## src/rtl/waveform_input.sv

```systemverilog
// waveform_input: receive-side ADC capture gearbox.
// Aligns capture start to ADC_READY & ADC_LMFC, packs three 64-bit beats
// into one 192-bit word (lane 0 = first beat), and buffers packed words in
// a show-ahead FIFO with a valid/ready interface.
//
// State table:
//   state | meaning
//   IDLE  | capture disabled, nothing latched
//   ARM   | capture enabled, waiting for ADC_READY & ADC_LMFC alignment
//   WORK  | capturing beats, pushing a packed word every third cycle
//
// Ports:
//   adc_clk      - sample clock, all logic on rising edge
//   rst          - synchronous active-high reset
//   adc_i_data   - 64-bit ADC sample word, valid every cycle
//   ADC_READY    - converter link up
//   ADC_LMFC     - multiframe alignment pulse
//   capture_en   - level, arms and holds capture
//   adc_o_data   - packed word at FIFO head {beat2, beat1, beat0}
//   adc_o_valid  - FIFO non-empty
//   adc_o_ready  - downstream accepts; pop on valid & ready
//   overflow     - sticky drop flag
//   clr_overflow - clears overflow (a same-cycle drop wins)
//   drop_count   - saturating count of dropped packed words
//   capturing    - high while in WORK
module waveform_input #(
    parameter int FIFO_DEPTH = 4,
    parameter int CNT_W      = 16
) (
    input  logic             adc_clk,
    input  logic             rst,
    input  logic [63:0]      adc_i_data,
    input  logic             ADC_READY,
    input  logic             ADC_LMFC,
    input  logic             capture_en,
    output logic [191:0]     adc_o_data,
    output logic             adc_o_valid,
    input  logic             adc_o_ready,
    output logic             overflow,
    input  logic             clr_overflow,
    output logic [CNT_W-1:0] drop_count,
    output logic             capturing
);

    localparam int AW = (FIFO_DEPTH > 1) ? $clog2(FIFO_DEPTH) : 1;

    localparam logic [1:0] IDLE = 2'd0;
    localparam logic [1:0] ARM  = 2'd1;
    localparam logic [1:0] WORK = 2'd2;

    localparam logic [AW:0] FULL_CNT = (AW + 1)'(FIFO_DEPTH);
    localparam logic [AW:0] ONE_CNT  = (AW + 1)'(1);

    logic [1:0]    state;
    logic [1:0]    beat;
    logic [63:0]   lane0;
    logic [63:0]   lane1;
    logic [191:0]  fifo_q [FIFO_DEPTH];
    logic [AW:0]   fifo_cnt;

    logic          push;
    logic          pop;
    logic          full;
    logic          push_ok;
    logic          drop;
    logic [AW:0]   wr_pos;
    logic [AW-1:0] wr_idx;

    always_comb begin
        push    = (state == WORK) && capture_en && ADC_READY && (beat == 2'd2);
        pop     = (fifo_cnt != '0) && adc_o_ready;
        full    = (fifo_cnt == FULL_CNT);
        // A pop frees the head slot, so a push at full is still accepted.
        push_ok = push && (!full || pop);
        drop    = push && full && !pop;
        // Entry 0 is always the head; after a pop the tail moves down by one.
        wr_pos  = pop ? (fifo_cnt - ONE_CNT) : fifo_cnt;
        wr_idx  = wr_pos[AW-1:0];
    end

    assign adc_o_data  = fifo_q[0];
    assign adc_o_valid = (fifo_cnt != '0);
    assign capturing   = (state == WORK);

    always_ff @(posedge adc_clk) begin
        if (rst) begin
            state <= IDLE;
            beat  <= 2'd0;
            lane0 <= '0;
            lane1 <= '0;
        end else begin
            case (state)
                IDLE: begin
                    if (capture_en) state <= ARM;
                end
                ARM: begin
                    if (!capture_en) begin
                        state <= IDLE;
                    end else if (ADC_READY && ADC_LMFC) begin
                        // The alignment cycle's data is beat 0.
                        state <= WORK;
                        lane0 <= adc_i_data;
                        beat  <= 2'd1;
                    end
                end
                WORK: begin
                    if (!capture_en) begin
                        state <= IDLE;
                        beat  <= 2'd0;
                    end else if (!ADC_READY) begin
                        state <= ARM;
                        beat  <= 2'd0;
                    end else begin
                        case (beat)
                            2'd0: begin
                                lane0 <= adc_i_data;
                                beat  <= 2'd1;
                            end
                            2'd1: begin
                                lane1 <= adc_i_data;
                                beat  <= 2'd2;
                            end
                            default: beat <= 2'd0;
                        endcase
                    end
                end
                default: begin
                    state <= IDLE;
                    beat  <= 2'd0;
                end
            endcase
        end
    end

    always_ff @(posedge adc_clk) begin
        if (rst) begin
            for (int i = 0; i < FIFO_DEPTH; i++) fifo_q[i] <= '0;
            fifo_cnt <= '0;
        end else begin
            if (pop) begin
                for (int i = 0; i < FIFO_DEPTH - 1; i++) fifo_q[i] <= fifo_q[i + 1];
            end
            // Beat 2 goes straight from the input into the FIFO.
            if (push_ok) fifo_q[wr_idx] <= {adc_i_data, lane1, lane0};
            case ({push_ok, pop})
                2'b10:   fifo_cnt <= fifo_cnt + ONE_CNT;
                2'b01:   fifo_cnt <= fifo_cnt - ONE_CNT;
                default: fifo_cnt <= fifo_cnt;
            endcase
        end
    end

    always_ff @(posedge adc_clk) begin
        if (rst) begin
            overflow   <= 1'b0;
            drop_count <= '0;
        end else begin
            if (drop) overflow <= 1'b1;
            else if (clr_overflow) overflow <= 1'b0;
            if (drop && (drop_count != '1)) drop_count <= drop_count + CNT_W'(1);
        end
    end

endmodule

```

## config.mk

```make
export PLATFORM = sky130hd
export DESIGN_NAME = waveform_input
export DESIGN_NICKNAME = d
export VERILOG_FILES = /design/src/rtl/waveform_input.sv
export SDC_FILE = /design/constraint.sdc
export NUM_CORES = 2
export LEC_CHECK = 0
export CORE_MARGIN = 5
export CORE_UTILIZATION = 53
export DETAILED_ROUTE_END_ITERATION = 7
export PLACE_DENSITY_LB_ADDON = 0.12
export SYNTH_ARGS = -nofsm -noshare
export SYNTH_HDL_FRONTEND = slang
export SYNTH_SLANG_ARGS = --single-unit
```

## constraint.sdc

```tcl
create_clock -name adc_clk -period 6.73 [get_ports adc_clk]
set_input_delay 1.346 -clock adc_clk [delete_from_list [all_inputs] [get_ports adc_clk]]
set_output_delay 1.346 -clock adc_clk [all_outputs]
set_load 0.02 [all_outputs]
```

# Word level (Yosys, flattened, before mapping)
# Memories as Yosys holds them, arrays and structs flattened.
# Cells that the tools add are included.
[classes] n_addsub=3 eq_ne=16 n_mux=36 n_bitwise=4 reduce_logical=23
[ops] operator="192-bit two-way mux" count=4
[ops] operator="64-bit two-way mux" count=5
[ops] operator="192-bit OR reduction" count=1
[ops] operator="64-bit case mux with 2 select lines" count=1
[ops] operator="2-bit two-way mux" count=11
[ops] operator="16-bit by 1-bit adder with 16-bit output, second input constant" count=1
[ops] operator="16-bit inequality test, second input constant" count=1
[ops] operator="2-bit case mux with 3 select lines" count=2
[ops] operator="1-bit two-way mux" count=11
[ops] operator="2-bit inequality test, second input constant" count=5
[ops] operator="1-bit logical AND" count=9
[ops] operator="2-bit by 1-bit == test with 1-bit output, second input constant" count=3
[ops] operator="2-bit == test, second input constant" count=3
[ops] operator="3-bit inequality test, second input constant" count=2
[ops] operator="3-bit case mux with 2 select lines" count=1
[ops] operator="3-bit AND reduction" count=2
[ops] operator="6-bit AND reduction" count=1
[ops] operator="2-bit nonzero test" count=3
[ops] operator="2-bit zero test" count=2
[ops] operator="2-bit case mux with 2 select lines" count=1
[ops] operator="4-bit AND reduction" count=1
[ops] operator="3-bit by 1-bit adder with 3-bit output, second input constant" count=1
[ops] operator="3-bit == test, second input constant" count=1
[ops] operator="1-bit OR" count=3
[ops] operator="other kinds (6)" count=7
[word_totals] ff_bits=152 ram_bits=768 in_bits=71 output_inout_bits=211 wordCells=90 mem_count=1
[memory_table] memory="fifo_q" words=4 width=192 read_ports=4 rd_ports_with_merged_regs=0 write_ports=4 line_no="58" text="logic [191:0] fifo_q [FIFO_DEPTH];"

# Logic depth before layout (Yosys ltp)
[depth] depth_word=10 depth_mapped=10 depth_no_buf=7

# Worst setup path before layout
# No wires, ideal clock.
[synth_path] path_kind="input to register" start="in adc_o_ready" end="mem fifo_q[1][0], enable pin" setup_ns=1.542 t_arrival_ns=5.568 required_time_ns=5.188 setup_slack_ns=-0.379 path_stages=6 n_path_buf=3 path_cell_list="clkbuf_1 a211oi_2 o21ai_1 buf_2 buf_2 nand2_1"
[synth_rtl] item="from (decl)" line_no="38" text="input logic adc_o_ready,"
[synth_rtl] item="to (decl)" line_no="58"

==> impl_metrics.py <==
metrics = {
    "global_route": {
        "grt_pass1_wl_um": 146000,
        "grtUsageTotal_pct": 22.6,
        "grt_max_degree": 260,
        "grt_overflow": 0,
        "grt_pass1_vias": 25600,
        "grt_antenna_before_repair": 2,
    },
    "synthesis": {
        "syn_area_um2": 40000,
        "synth_area_leaders": "edfxtp_1, mux2i_1, nand2_1",
        "ys_seq_elements": 920,
        "yosysTopAreaCell": "edfxtp_1",
        "synthFlopType": "edfxtp_1",
        "netlist_instances": 3217,
        "synth_top_area_share_pct": 57.6,
        "yosysSeqAreaShare_pct": 65.2,
        "syn_avg_cell_area_um2": 12.4,
        "yosys_warnings": 0,
        "synth_nets": 3296,
        "synth.distinct_cells": 51,
        "synth_edf_count": 768,
        "async_reset_ff_share_pct": 0,
    },
    "worst_setup_path": {
        "r2r_cells": 7,
        "required_ns": 7.07,
        "critPathKind": "in -> reg",
        "critPathMaxFanout": 137,
        "critPathLaunchType": "input pin",
        "end_kind": "register",
        "worst_ep_arrival_time_ns": 4.87,
    },
    "sta": {
        "hold_violations": 0,
        "rsz0062_at_grt": "false",
        "worst_pin_slew_ns": 1.36,
        "setup_tns_ns": 0,
        "skew_ns": 0.0166,
        "fin_crit_ns": 4.53,
        "maxSlewViolCount": 0,
        "slew_headroom_pct": 9.64,
        "period_share_pct": 67.3,
        "max_freq_mhz": 221,
        "finalSetupViolCount": 0,
    },
    "finish": {
        "fin_util_pct": 62.5,
        "fin_nets": 3506,
        "areaGrowthSynthToFinish_pct": 16.6,
        "seqCellArea_um2": 26100,
        "fill_cells": 5781,
        "multiInputGateArea_um2": 12300,
        "drive_gt1_share_pct": 5.39,
    },
    "power": {
        "swShare_pct": 26.3,
        "power.switching_mw": 3.94,
        "power_density_nw_per_um2": 321,
        "p_clk_share_pct": 35.4,
        "p_leak_nw": 19.9,
        "pwr-share-comb_pct": 14.4,
        "irDropWorstVdd_mv": 0.279,
        "internal-power_mw": 11.1,
        "power_frac_seq_pct": 50.3,
    },
    "detailed_routing": {
        "drc": 0,
        "drt_iter0_drc": 1869,
        "wl_per_cell_um": 20.8,
        "vias": 24500,
        "finalWirelength_um": 93100,
        "viasPerCell": 5.48,
        "antenna_left": 0,
        "first_pass_iters": 5,
    },
    "cts": {
        "cts_buffer_depth": 3,
        "clk_transition_reported_paths_ns": 0.06,
        "post_cts_buffers": 0,
        "hold_buffers": 0,
        "cts-root-buf": "clkbuf_16",
        "cts.repair.resized": 0,
        "cts_tree": "done",
        "cts_buffers": 95,
        "clock_sink_count": 920,
        "h-tree-depth": 3,
        "clk_latency_ns": 0.64,
    },
    "floorplanning": {
        "fp.dieArea_um2": 81100,
        "fp.dieH_um": 285,
        "fp-row-count": 100,
        "core-area_um2": 74700,
        "die_width_um": 285,
        "start_util_pct": 53.6,
        "ios": 282,
    },
    "min_path": {
        "holdPathStages": 2,
        "hp-class": "reg -> reg",
    },
    "placed_design": {
        "place.port_buffers": 281,
        "hpwl_um": 52800,
        "routabilityCongestion": 0.790,
    },
    "status": {
        "outcome": "finished, final reports clean",
    },
    "flow_run": {
        "cap_violations": 0,
    },
}
[worst max-delay path, cell delays in order]
cell and delay (ns):
clkdlybuf4s50_1 0.66, inv_1 0.31, nor4_1 0.12, o21ai_4 0.27, buf_12 0.80, buf_4 0.95, mux2i_1 0.21
[synthesized netlist by cell type, drive strengths merged (4+ instances only)]
master  instances
clkbuf        112
inv           204
nand3          11
o211ai          4
edfxtp        768
nor2           11
a21oi          86
and2          193
and3            5
buf            88
nor2b           5
o21ai           9
or4             8
dfxtp         152
nand2         846
nor3            4
ha              8
a211oi          5
nor4            7
o31ai           9
mux2i         642
or3             5
nand4           7
[cell families (layout without fill, tap and decap cells)]
logic type | Yosys count | in the layout | synth area share (%)
muxes | 645 | 645 | 16.1
DFF | 920 | 920 | 65.2
other | 0 | 1 | 0
buffers and inverters | 404 | 696 | 4.41
adders and majority gates | 8 | 8 | 0.250
and+or+nand+nor | 1114 | 1114 | 12.1
AOI/OAI and AO/OA | 126 | 126 | 1.81
[metrics by stage]
stage	setup slack, ns	std cells	hold WS, ns	area [µm²]	power (mW)
final	2.20	4479	0.463	46700	15.0
after global placement	1.72	4299	0.452	43500	9.77
after global routing	2.09	4478	0.487	46700	15.6
after floorplan	1.58	3217	0.443	40000	8.80
after CTS	2.29	4478	0.465	46700	15.1
after detailed placement	1.59	4299	0.457	43500	9.83
[flip-flops by register name (all words and copies together), names as in the netlist]
register and flops:
beat 2, drop_count 16, fifo_cnt 3, fifo_q 768, lane0 64, lane1 64, overflow 1, state 2
[metal layers]
metal / GRT usage [%] / wire, µm / up-vias
met3: 3.39 / 4750 / 108
met1: 30.4 / 40300 / 12400
met2: 38.9 / 46500 / 566
met4: 5.60 / 1580 / 0
met5: 0 / 0 / -
li1: - / - / 11500
[cell usage in the layout, fill, tap and decap left out, types with 3 or more instances in the layout]
cell type	instances
nand2_1	843
edfxtp_1	768
mux2i_1	642
clkdlybuf4s50_1	280
inv_1	202
and2_1	193
dfxtp_1	152
clkbuf_16	98
a21oi_1	86
clkbuf_1	37
buf_4	24
clkbuf_8	12
nor2_1	11
clkinv_2	11
nand3_1	10
o31ai_1	9
buf_12	9
or4_1	8
ha_1	8
bufinv_16	8
nand4_1	7
clkinv_1	7
o21ai_0	6
nor2b_1	5
nor4_1	5
and3_1	5
or3_1	5
a211oi_1	4
o211ai_1	4
nand2b_1	3
o21ai_4	3
nand2_8	3
nor3_1	3
mux2_2	3
and4_1	3
[power groups by stage]
stage	Combinational [mW]	Sequential, mW	Clock [mW]
6_report	2.15	7.54	5.30
5_1_grt	2.32	7.61	5.63
4_1_cts	2.19	7.55	5.38
3_5_place_dp	2.17	7.66	0
3_3_place_gp	2.13	7.64	0
2_1_floorplan	0.893	7.91	0
[area by class of cell]
| class | instances | share of cell area, % |
|---|---|---|
| Timing Repair Buffer | 313 | 6.78 |
| Clock buffer | 147 | 5.91 |
| Multi-Input combinational cell | 1893 | 26.3 |
| Antenna cell | 1 | 0.00536 |
| Sequential cell | 920 | 55.9 |
| Inverter | 204 | 1.65 |
| Tap cell | 969 | 2.60 |
| Clock inverter | 32 | 0.812 |
[final timing paths]
kind	end	slack (ns)	start
setup reg to reg	fifo_q[1][167]$_DFFE_PP_	2.35	fifo_cnt[0]$_SDFFE_PP0P_
setup / recovery	fifo_q[1][164]$_DFFE_PP_	2.20	adc_o_ready
hold / removal	lane1[60]$_SDFFE_PP0P_	0.46	lane1[60]$_SDFFE_PP0P_
hold reg to reg	lane1[60]$_SDFFE_PP0P_	0.46	lane1[60]$_SDFFE_PP0P_
Power figures use the tool's default switching activity.
==> RTL change: new RTL, same flow settings <==
The parameter `CNT_W` goes from 16 to 32.
--- a/src/rtl/waveform_input.sv
+++ b/src/rtl/waveform_input.sv
@@ -26,5 +26,5 @@
 module waveform_input #(
     parameter int FIFO_DEPTH = 4,
-    parameter int CNT_W      = 16
+    parameter int CNT_W      = 32
 ) (
     input  logic             adc_clk,
Interface: changed (resized drop_count); port bits go from 282 to 298. The function was not compared with the original's and may differ.
==> RTL change against the original RTL <==
Cell area is 1.2% higher; power is 1.7% lower; sequential cell count is 16 higher; routed wire length is 0.98% higher; setup slack worse by 0.056 ns; combinational power is 8% lower; area after synthesis is 0.78% higher; global-route usage hardly changed; largest cell class unchanged; largest power group unchanged; highest routed layer is now met5.
==> RTL change: results (changes against the original RTL) <==
stage	metric	value	unit	change
worst_setup_path	largest fanout on the critical path	52		-62%
yosys	Synthesized Nets	3388		+2.8%
worst_setup_path	Arrival @ worst endpoint	4.94	ns	+0.07 ns
timing	Final Skew	0.02532	ns	+0.008746 ns
cells_and_area	fin nets	3606		+2.9%
run_status	status	finished, final reports clean		
clocking	postcts setup bufs	0		unchanged
place	worst slack, placed	1.508	ns	-0.08286 ns
yosys	sequential cell area fraction in the yosys report	0.6554		+0.002923
global_route	Total GRT Usage	0.2258		about the same
clocking	root buf cell	clkbuf_16		
place	Placed Instances	4408		+2.5%
power_and_ir_drop	maximum VDD drop	0.2165	mV	-22%
cells_and_area	share of layout cells above drive strength 1	0.05320		-0.0006612
routing	total via count in the routed design	25359		+3.4%
yosys	adder-cell share of the synthesized area	0.002483		-0.00001925
global_route	vias in the first global route	25850		+1.1%
timing	Worst-Margin Slew	1.197	ns	-0.1584 ns
yosys	Synth Area in XOR/XNOR	0.0004344		+0.0004344
yosys	proportion of synthesized area in mux cells	0.1447		-0.01676
routing	DR top layer	met5		
yosys	Synth Area in Compound Gates	0.02734		+0.009201
yosys	Area contributors post-synth	edfxtp_1 (57%), mux2i_1 (14%), dfxtp_1 (8.3%)		
place	Area after DPL	44130	um^2	+1.4%
routing	routed len/inst	20.50	um	-1.4%
routing	met3 WL	5853	um	+23%
place	Detailed Place HPWL	53180	um	+0.78%
routing	DRT Wirelength	94040	um	+0.98%
routing	WL met1	41020	um	+1.7%
global_route	pin count of the biggest net entering global routing	193		-26%
power_and_ir_drop	leakage	19.95	nW	+0.33%
place	port bufs	297		+5.7%
routing	initial DRC count	1988		+6.4%
routing	routed wl met2	45380	um	-2.4%
global_route	first-pass GRT wire length	147100	um	+0.64%
cells_and_area	Top Registers	fifo_q x768, lane0 x64, lane1 x64		
yosys	synth cell count leaders	nand2_1 (864), edfxtp_1 (768), mux2i_1 (578), inv_1 (200), and2_1 (194)		
yosys	Syn Inst Count	3309		+2.9%
[RTL change: cell count changes in the layout (fill, tap and decap cells not counted), sizes merged, moves of 5 or more]
cell	change
or4	+10
clkdlybuf4s50	+16
or3	+5
mux2i	-64
nor2	+5
dfxtp	+16
o31ai	+8
nand3	+6
clkbuf	-7
a21oi	+79
nand2	+18
[RTL change: layout make-up]
| type | instances | area (um^2) |
|---|---|---|
| Fill cell | 5822 | 28450 |
| Sequential cell | 936 | 26430 |
| Multi-Input combinational cell | 1968 | 12360 |
| Timing Repair Buffer | 326 | 3367 |
| Clock buffer | 140 | 2670 |
| Tap cell | 978 | 1224 |
| Inverter | 200 | 750.7 |
| Clock inverter | 39 | 442.9 |
| Antenna cell | 1 | 2.502 |
[RTL change: final timing paths]
kind | to | slack [ns] | startpoint | depth (start not counted)
worst max-delay path | fifo_q[2][173] | 2.14 | adc_o_ready | 7
worst max register to register | fifo_q[2][173] | 2.49 | fifo_cnt[0] | 9
worst min register to register | lane1[57] | 0.46 | lane1[57] | 2
worst min-delay path | lane1[57] | 0.46 | lane1[57] | 2
[RTL change: kinds of logic after synthesis]
group / after synthesis
fa+ha+maj: 8
buf+inv: 405
flops: 936
xor+xnor: 2
compound gates: 206
simple gates: 1170
mux: 582
[RTL change: per-layer routing]
layer / GRT usage / vias to the layer above
met4: 0.04933 / 2
met1: 0.3110 / 12662
met3: 0.04112 / 125
met5: 0 / -
li1: - / 11859
met2: 0.3798 / 711
[RTL change: critical path: stages]
cell and delay (ns):
clkdlybuf4s50_1 0.64, and2_1 0.30, o21ai_1 0.54, nand2b_4 0.31
buf_4 0.78, buf_4 0.76, mux2i_1 0.18
[RTL change: power breakdown]
group	internal, mW	switching [mW]
Clock	3.10	2.21
Combinational	0.651	1.33
Sequential	7.18	0.269
